[config.mk]
export PLATFORM = sky130hd
export DESIGN_NAME = cpu_boot_sequencer_flat
export DESIGN_NICKNAME = d
export VERILOG_FILES = /design/src/rtl/cpu_boot_sequencer_if.sv /design/src/rtl/cpu_boot_sequencer.sv /design/src/flat_wrapper.sv
export SDC_FILE = /design/constraint.sdc
export NUM_CORES = 1
export LEC_CHECK = 0
export ABC_CLOCK_PERIOD_IN_PS = 8400
export CAP_MARGIN = 10
export CORE_AREA = 2 2 93 95
export DETAILED_ROUTE_END_ITERATION = 8
export DIE_AREA = 0 0 95 97
export DONT_BUFFER_PORTS = 1
export GPL_TIMING_DRIVEN = 0
export HOLD_SLACK_MARGIN = 0.1
export PLACE_DENSITY_LB_ADDON = 0.05
export RECOVER_POWER = 100
export SETUP_SLACK_MARGIN = 0.1
export SKIP_LAST_GASP = 1
export SYNTH_ARGS = -nofsm -noshare
export SYNTH_HDL_FRONTEND = slang
export SYNTH_SLANG_ARGS = --single-unit
export TNS_END_PERCENT = 20
[constraint.sdc]
create_clock -name clk -period 8.4 [get_ports clk]
set_input_delay 1.68 -clock clk [delete_from_list [all_inputs] [get_ports clk]]
set_output_delay 1.68 -clock clk [all_outputs]
set_load 0.1 [all_outputs]
[src/rtl/cpu_boot_sequencer_if.sv]
// cpu_boot_sequencer_if: host word stream into the boot sequencer.
// Signals: in_valid/in_data from the source, in_ready back from the sink.
interface cpu_boot_sequencer_if #(
   parameter int DATA_WIDTH = 32
);
   logic                  in_valid;
   logic [DATA_WIDTH-1:0] in_data;
   logic                  in_ready;

   modport master (
      output in_valid,
      output in_data,
      input  in_ready
   );

   modport slave (
      input  in_valid,
      input  in_data,
      output in_ready
   );
endinterface

[src/rtl/cpu_boot_sequencer.sv]
// cpu_boot_sequencer: loads imem from a word stream, holds the CPU in reset,
// then runs it until the PC limit or a cycle timeout is reached.
// Ports: clk/rst (sync, active-high); load_start/load_len start a sequence;
// src (slave) carries in_valid/in_data/in_ready; imem_we/imem_addr/imem_wdata
// write the instruction memory; cpu_rst drives the CPU reset; cpu_pc is the
// CPU byte PC; busy/done/timeout/cycle_count report progress and result.
module cpu_boot_sequencer #(
   parameter int          DATA_WIDTH     = 32,
   parameter int          IMEM_DEPTH     = 1024,
   parameter int          ADDR_WIDTH     = 10,
   parameter logic [31:0] MAX_INSTR_ADDR = 32'h48,
   parameter int          RESET_HOLD     = 2,
   parameter logic [31:0] TIMEOUT_CYCLES = 32'd65535
) (
   input  logic                  clk,
   input  logic                  rst,
   input  logic                  load_start,
   input  logic [ADDR_WIDTH:0]   load_len,
   cpu_boot_sequencer_if.slave   src,
   output logic                  imem_we,
   output logic [ADDR_WIDTH-1:0] imem_addr,
   output logic [DATA_WIDTH-1:0] imem_wdata,
   output logic                  cpu_rst,
   input  logic [31:0]           cpu_pc,
   output logic                  busy,
   output logic                  done,
   output logic                  timeout,
   output logic [31:0]           cycle_count
);

   localparam int CW = ADDR_WIDTH + 1;
   localparam int HW = (RESET_HOLD > 1) ? $clog2(RESET_HOLD) : 1;
   localparam logic [CW-1:0] DEPTH = CW'(IMEM_DEPTH);
   localparam logic [HW-1:0] HOLD_LAST = HW'(RESET_HOLD - 1);

   typedef enum logic [2:0] {
      IDLE,
      LOAD,
      HOLD,
      RUN,
      DONE
   } state_t;

   state_t        state;
   logic [CW-1:0] wcnt;
   logic [CW-1:0] len;
   logic [CW-1:0] len_eff;
   logic [CW-1:0] wnext;
   logic [HW-1:0] hold_cnt;
   logic          first;
   logic          pc_hit;
   logic          to_hit;

   // Oversized requests are clamped so the word index never wraps.
   assign len_eff = (load_len > DEPTH) ? DEPTH : load_len;
   assign wnext   = wcnt + CW'(1);

   assign src.in_ready = (state == LOAD);

   // First RUN cycle ignores the PC: it may still be stale from reset.
   assign pc_hit = !first && (cpu_pc >= MAX_INSTR_ADDR);
   assign to_hit = (cycle_count + 32'd1) == TIMEOUT_CYCLES;

   always_ff @(posedge clk) begin
      if (rst) begin
         state       <= IDLE;
         cpu_rst     <= 1'b1;
         imem_we     <= 1'b0;
         imem_addr   <= '0;
         imem_wdata  <= '0;
         busy        <= 1'b0;
         done        <= 1'b0;
         timeout     <= 1'b0;
         cycle_count <= '0;
         wcnt        <= '0;
         len         <= '0;
         hold_cnt    <= '0;
         first       <= 1'b0;
      end else begin
         imem_we <= 1'b0;
         unique case (state)
            IDLE, DONE: begin
               if (load_start) begin
                  done        <= 1'b0;
                  timeout     <= 1'b0;
                  cycle_count <= '0;
                  wcnt        <= '0;
                  hold_cnt    <= '0;
                  len         <= len_eff;
                  busy        <= 1'b1;
                  state       <= (len_eff == '0) ? HOLD : LOAD;
               end
            end
            LOAD: begin
               if (src.in_valid) begin
                  imem_we    <= 1'b1;
                  imem_addr  <= wcnt[ADDR_WIDTH-1:0];
                  imem_wdata <= src.in_data;
                  wcnt       <= wnext;
                  if (wnext == len) begin
                     state <= HOLD;
                  end
               end
            end
            HOLD: begin
               if (hold_cnt == HOLD_LAST) begin
                  state   <= RUN;
                  cpu_rst <= 1'b0;
                  first   <= 1'b1;
               end else begin
                  hold_cnt <= hold_cnt + HW'(1);
               end
            end
            RUN: begin
               first <= 1'b0;
               if (cycle_count != '1) begin
                  cycle_count <= cycle_count + 32'd1;
               end
               if (pc_hit || to_hit) begin
                  state   <= DONE;
                  done    <= 1'b1;
                  timeout <= !pc_hit;
                  busy    <= 1'b0;
                  cpu_rst <= 1'b1;
               end
            end
            default: begin
               state   <= IDLE;
               cpu_rst <= 1'b1;
               busy    <= 1'b0;
            end
         endcase
      end
   end

endmodule

[src/flat_wrapper.sv]
// flat-port wrapper written by rule: the top's interface ports become plain ports
module cpu_boot_sequencer_flat 
#(
   parameter int          DATA_WIDTH     = 32,
   parameter int          IMEM_DEPTH     = 1024,
   parameter int          ADDR_WIDTH     = 10,
   parameter logic [31:0] MAX_INSTR_ADDR = 32'h48,
   parameter int          RESET_HOLD     = 2,
   parameter logic [31:0] TIMEOUT_CYCLES = 32'd65535
)
  (clk, rst, load_start, load_len, imem_we, imem_addr, imem_wdata, cpu_rst, cpu_pc, busy, done, timeout, cycle_count, src_in_valid, src_in_data, src_in_ready);
  cpu_boot_sequencer_if #(.DATA_WIDTH(DATA_WIDTH)) src_i ();
  input  logic clk;
  input  logic rst;
  input  logic load_start;
  input  logic [ADDR_WIDTH:0] load_len;
  output logic imem_we;
  output logic [ADDR_WIDTH-1:0] imem_addr;
  output logic [DATA_WIDTH-1:0] imem_wdata;
  output logic cpu_rst;
  input  logic [31:0] cpu_pc;
  output logic busy;
  output logic done;
  output logic timeout;
  output logic [31:0] cycle_count;
  input wire logic [$bits(src_i.in_valid)-1:0] src_in_valid;
  input wire logic [$bits(src_i.in_data)-1:0] src_in_data;
  output wire logic [$bits(src_i.in_ready)-1:0] src_in_ready;
  assign src_i.in_valid = src_in_valid;
  assign src_i.in_data = src_in_data;
  assign src_in_ready = src_i.in_ready;
  cpu_boot_sequencer #(.DATA_WIDTH(DATA_WIDTH), .IMEM_DEPTH(IMEM_DEPTH), .ADDR_WIDTH(ADDR_WIDTH), .MAX_INSTR_ADDR(MAX_INSTR_ADDR), .RESET_HOLD(RESET_HOLD), .TIMEOUT_CYCLES(TIMEOUT_CYCLES)) u_core (.clk(clk), .rst(rst), .load_start(load_start), .load_len(load_len), .src(src_i), .imem_we(imem_we), .imem_addr(imem_addr), .imem_wdata(imem_wdata), .cpu_rst(cpu_rst), .cpu_pc(cpu_pc), .busy(busy), .done(done), .timeout(timeout), .cycle_count(cycle_count));
endmodule
==> qor.txt <==
Slew HR -> 0.154
Avg Synthesized Cell Area -> 7.40 um^2
number of top-level pins -> 159
CTS buffer count -> 9
Clock Tree Root -> clkbuf_8
area delta synth->final -> 5.99%
H-tree levels -> 3
critical path type -> flop to flop
YS warnings -> 0
# nets final -> 822
Vias -> 5376
Hold Path Depth -> 2
post-synthesis sequential area ratio -> 0.394
antenna violations before repair -> 0
CTS Hold Buffers Added -> 0
Fin. Hold Viols -> 0
GPL Wtd Cong -> 0.942
die area -> 0.00922 mm^2
Post-synth ARST share -> 0
Core Area -> 0.00813 mm^2
Reg clk slew, reported paths -> 0.12 ns
Post-synth EDFFs -> 0
buffer depth of the longest clock path -> 2
Initial Utilization -> 0.663
crit end category -> flop
#FFs+latches synth -> 106
first-pass GRT wire length -> 24400 um
Final period util -> 0.588
Worst R2R Start -> u_core.cycle_count[1]
Hold WC Path Type -> flop to flop
vias in the first global route -> 4909
hold endpoint -> u_core.len[2]
Post-Syn Area -> 0.00539 mm^2
placed inst area -> 0.00552 mm^2
drt pass-1 iters -> 5
hold path start -> u_core.len[2]
share of layout cells above drive strength 1 -> 0.0443
Inst Count DP -> 834
Synth Net Count -> 811
FF-to-FF setup slack -> 3.46 ns
most frequent cells in the layout -> 149 x nand2_1, 106 x dfxtp_1, 102 x a21oi_1
RSZ-0062 raised after global routing -> no
Fin Clk Skew -> 0.0120 ns
leading cell type in the layout, fill and taps excluded -> nand2_1
DR WL/cell -> 18.4 um
FMAX -> 202 MHz
Critical Path AT -> 5.28 ns
DR iter-0 viols -> 410
startpoint types -> flop
fin. max-slew vios -> 0
status -> complete, no violations
Critical R2R Capture -> u_core.cpu_rst
Post-CTS Resized -> 0
setup TNS -> 0 ns
Non-Filler Instances -> 850
std cell rows -> 33
Setup Buffers After CTS -> 0
min cycle time layout -> 4.94 ns
final instance area -> 0.00571 mm^2
Max FO, Critical Path -> 9
largest net degree at the start of global routing -> 23
WL final -> 15600 um
Critical Path RT -> 8.74 ns
HPWL after detailed placement -> 11500 um
ys flop type -> dfxtp_1
max cap viols -> 0
Die Height -> 97 um
Clock Latency Late Sink -> 0.38 ns
global route overflow -> 0
DR vias/cell -> 6.32
Yosys cell types -> 56
remaining antenna violation count -> 0
PD cells -> 256 mW/mm^2
synthesized instance count -> 729
chip width -> 95 um
total clock sinks -> 106
GRT Total Usage -> 0.338
Port Buffers -> 0
worst-margin pin slew -> 1.27 ns
final setup violating endpoints -> 0
drt drc -> 0
worst r2r path cells -> 10
CTS tree -> yes
Antenna diodes -> 0
static leakage -> 1.81 nW
peak supply drop -> 245 uV
## worst max-delay path by stage
stage / from / endpoint / slack [ns] / cells past startpoint
finish: u_core.cycle_count[1] / u_core.cpu_rst / 3.46 / 10
detailed placement: u_core.cycle_count[1] / u_core.cycle_count[28] / 3.72 / 11
global placement: u_core.cycle_count[1] / u_core.cycle_count[28] / 3.84 / 11
CTS: u_core.cycle_count[1] / u_core.cycle_count[28] / 3.67 / 11
global route: u_core.cycle_count[1] / u_core.cpu_rst / 3.22 / 10
floorplan: u_core.cycle_count[1] / u_core.cpu_rst / 4.56 / 10
## synthesized netlist by cell type, types with 2 or more instances
cell,n,area [um^2]
nand4_1,12,75.1
a22oi_1,4,30.0
nand3b_1,14,105
a31oi_1,6,37.5
xor2_1,9,78.8
nand3_1,25,125
a2111o_1,2,22.5
and2_1,5,31.3
dfxtp_1,106,2120
or2_2,3,18.8
o21ai_1,2,10.0
nand2_1,149,559
nand3_2,2,20.0
xnor2_1,20,175
nand2b_1,4,25.0
or3_1,9,56.3
a311oi_1,3,26.3
clkbuf_1,47,176
buf_2,4,20.0
nand4b_1,4,35.0
mux2i_1,3,30.0
or4_1,3,22.5
nor2b_1,2,12.5
nor2_1,65,244
a211oi_1,6,45.0
nor4_1,16,100
nor4_4,2,42.5
and3_1,6,37.5
and4_1,2,17.5
o21a_1,2,15.0
a21oi_1,102,510
ha_1,3,37.5
inv_1,8,30.0
o22ai_1,2,12.5
o21ai_0,35,175
nor3_1,22,110
## through the flow
step | worst slack, ns | total power [W] | util | hold slack (ns)
4_1_cts | 3.67 | 0.00145 | 0.705 | 0.477
6_report | 3.46 | 0.00146 | 0.703 | 0.482
3_3_place_gp | 3.84 | 0.00112 | 0.679 | 0.459
3_5_place_dp | 3.72 | 0.00113 | 0.679 | 0.460
5_1_grt | 3.22 | 0.00153 | 0.703 | 0.503
2_1_floorplan | 4.56 | 0.00103 | - | 0.443
## cells by family (layout without fill, tap and decap cells)
| kind of cell | after synthesis | count (layout) | synth area share |
|---|---|---|---|
| buffers and inverters | 61 | 77 | 0.0436 |
| multiplexers | 4 | 4 | 0.00766 |
| XOR/XNOR | 29 | 29 | 0.0471 |
| AO/OA/AOI/OAI | 172 | 172 | 0.177 |
| flip-flops | 106 | 106 | 0.394 |
| adder cells (fa/ha/maj) | 3 | 3 | 0.00696 |
| AND/OR/NAND/NOR | 354 | 354 | 0.324 |
## worst max-delay path, stage by stage, from the launching register on
cell,delay (ns)
dfxtp_1,1.18
ha_1,0.41
nand3_1,0.36
or4_1,0.65
nor4_1,0.67
xnor2_1,0.20
nand4_1,0.18
nor4b_1,0.69
nand2b_2,0.28
a21o_1,0.14
o32a_1,0.13
## power by group
part | internal, W | switching [W]
clock network | 0.000122 | 0.000206
registers | 0.000544 | 0.000218
logic | 0.0000986 | 0.000273
total | 0.000764 | 0.000697
## cell type report
cell class	count	area (um^2)
Fill cell	687	2420
Inverter	8	30.0
Clock inverter	7	86.3
Buffer	53	205
Sequential cell	106	2120
Tap cell	105	131
Multi-Input combinational cell	562	3020
Clock buffer	9	124
## sequential cells by signal, indices dropped and copies added, names as in the netlist
name and flops:
u_core.cycle_count 32, u_core.imem_wdata 32, u_core.len 11, u_core.wcnt 11
u_core.imem_addr 10, u_core.state 3, u_core.busy 1, u_core.cpu_rst 1
u_core.done 1, u_core.first 1, u_core.hold_cnt 1, u_core.imem_we 1
u_core.timeout 1
## per-layer routing
metal | part of all wire | up-vias | track usage
met5 | 0 | - | 0
met3 | 0.10 | 16 | 0.0935
met4 | 0.012 | 0 | 0.0725
met1 | 0.42 | 2518 | 0.448
met2 | 0.47 | 276 | 0.547
li1 | - | 2566 | -
No activity file was read; power rests on OpenSTA's default activity.
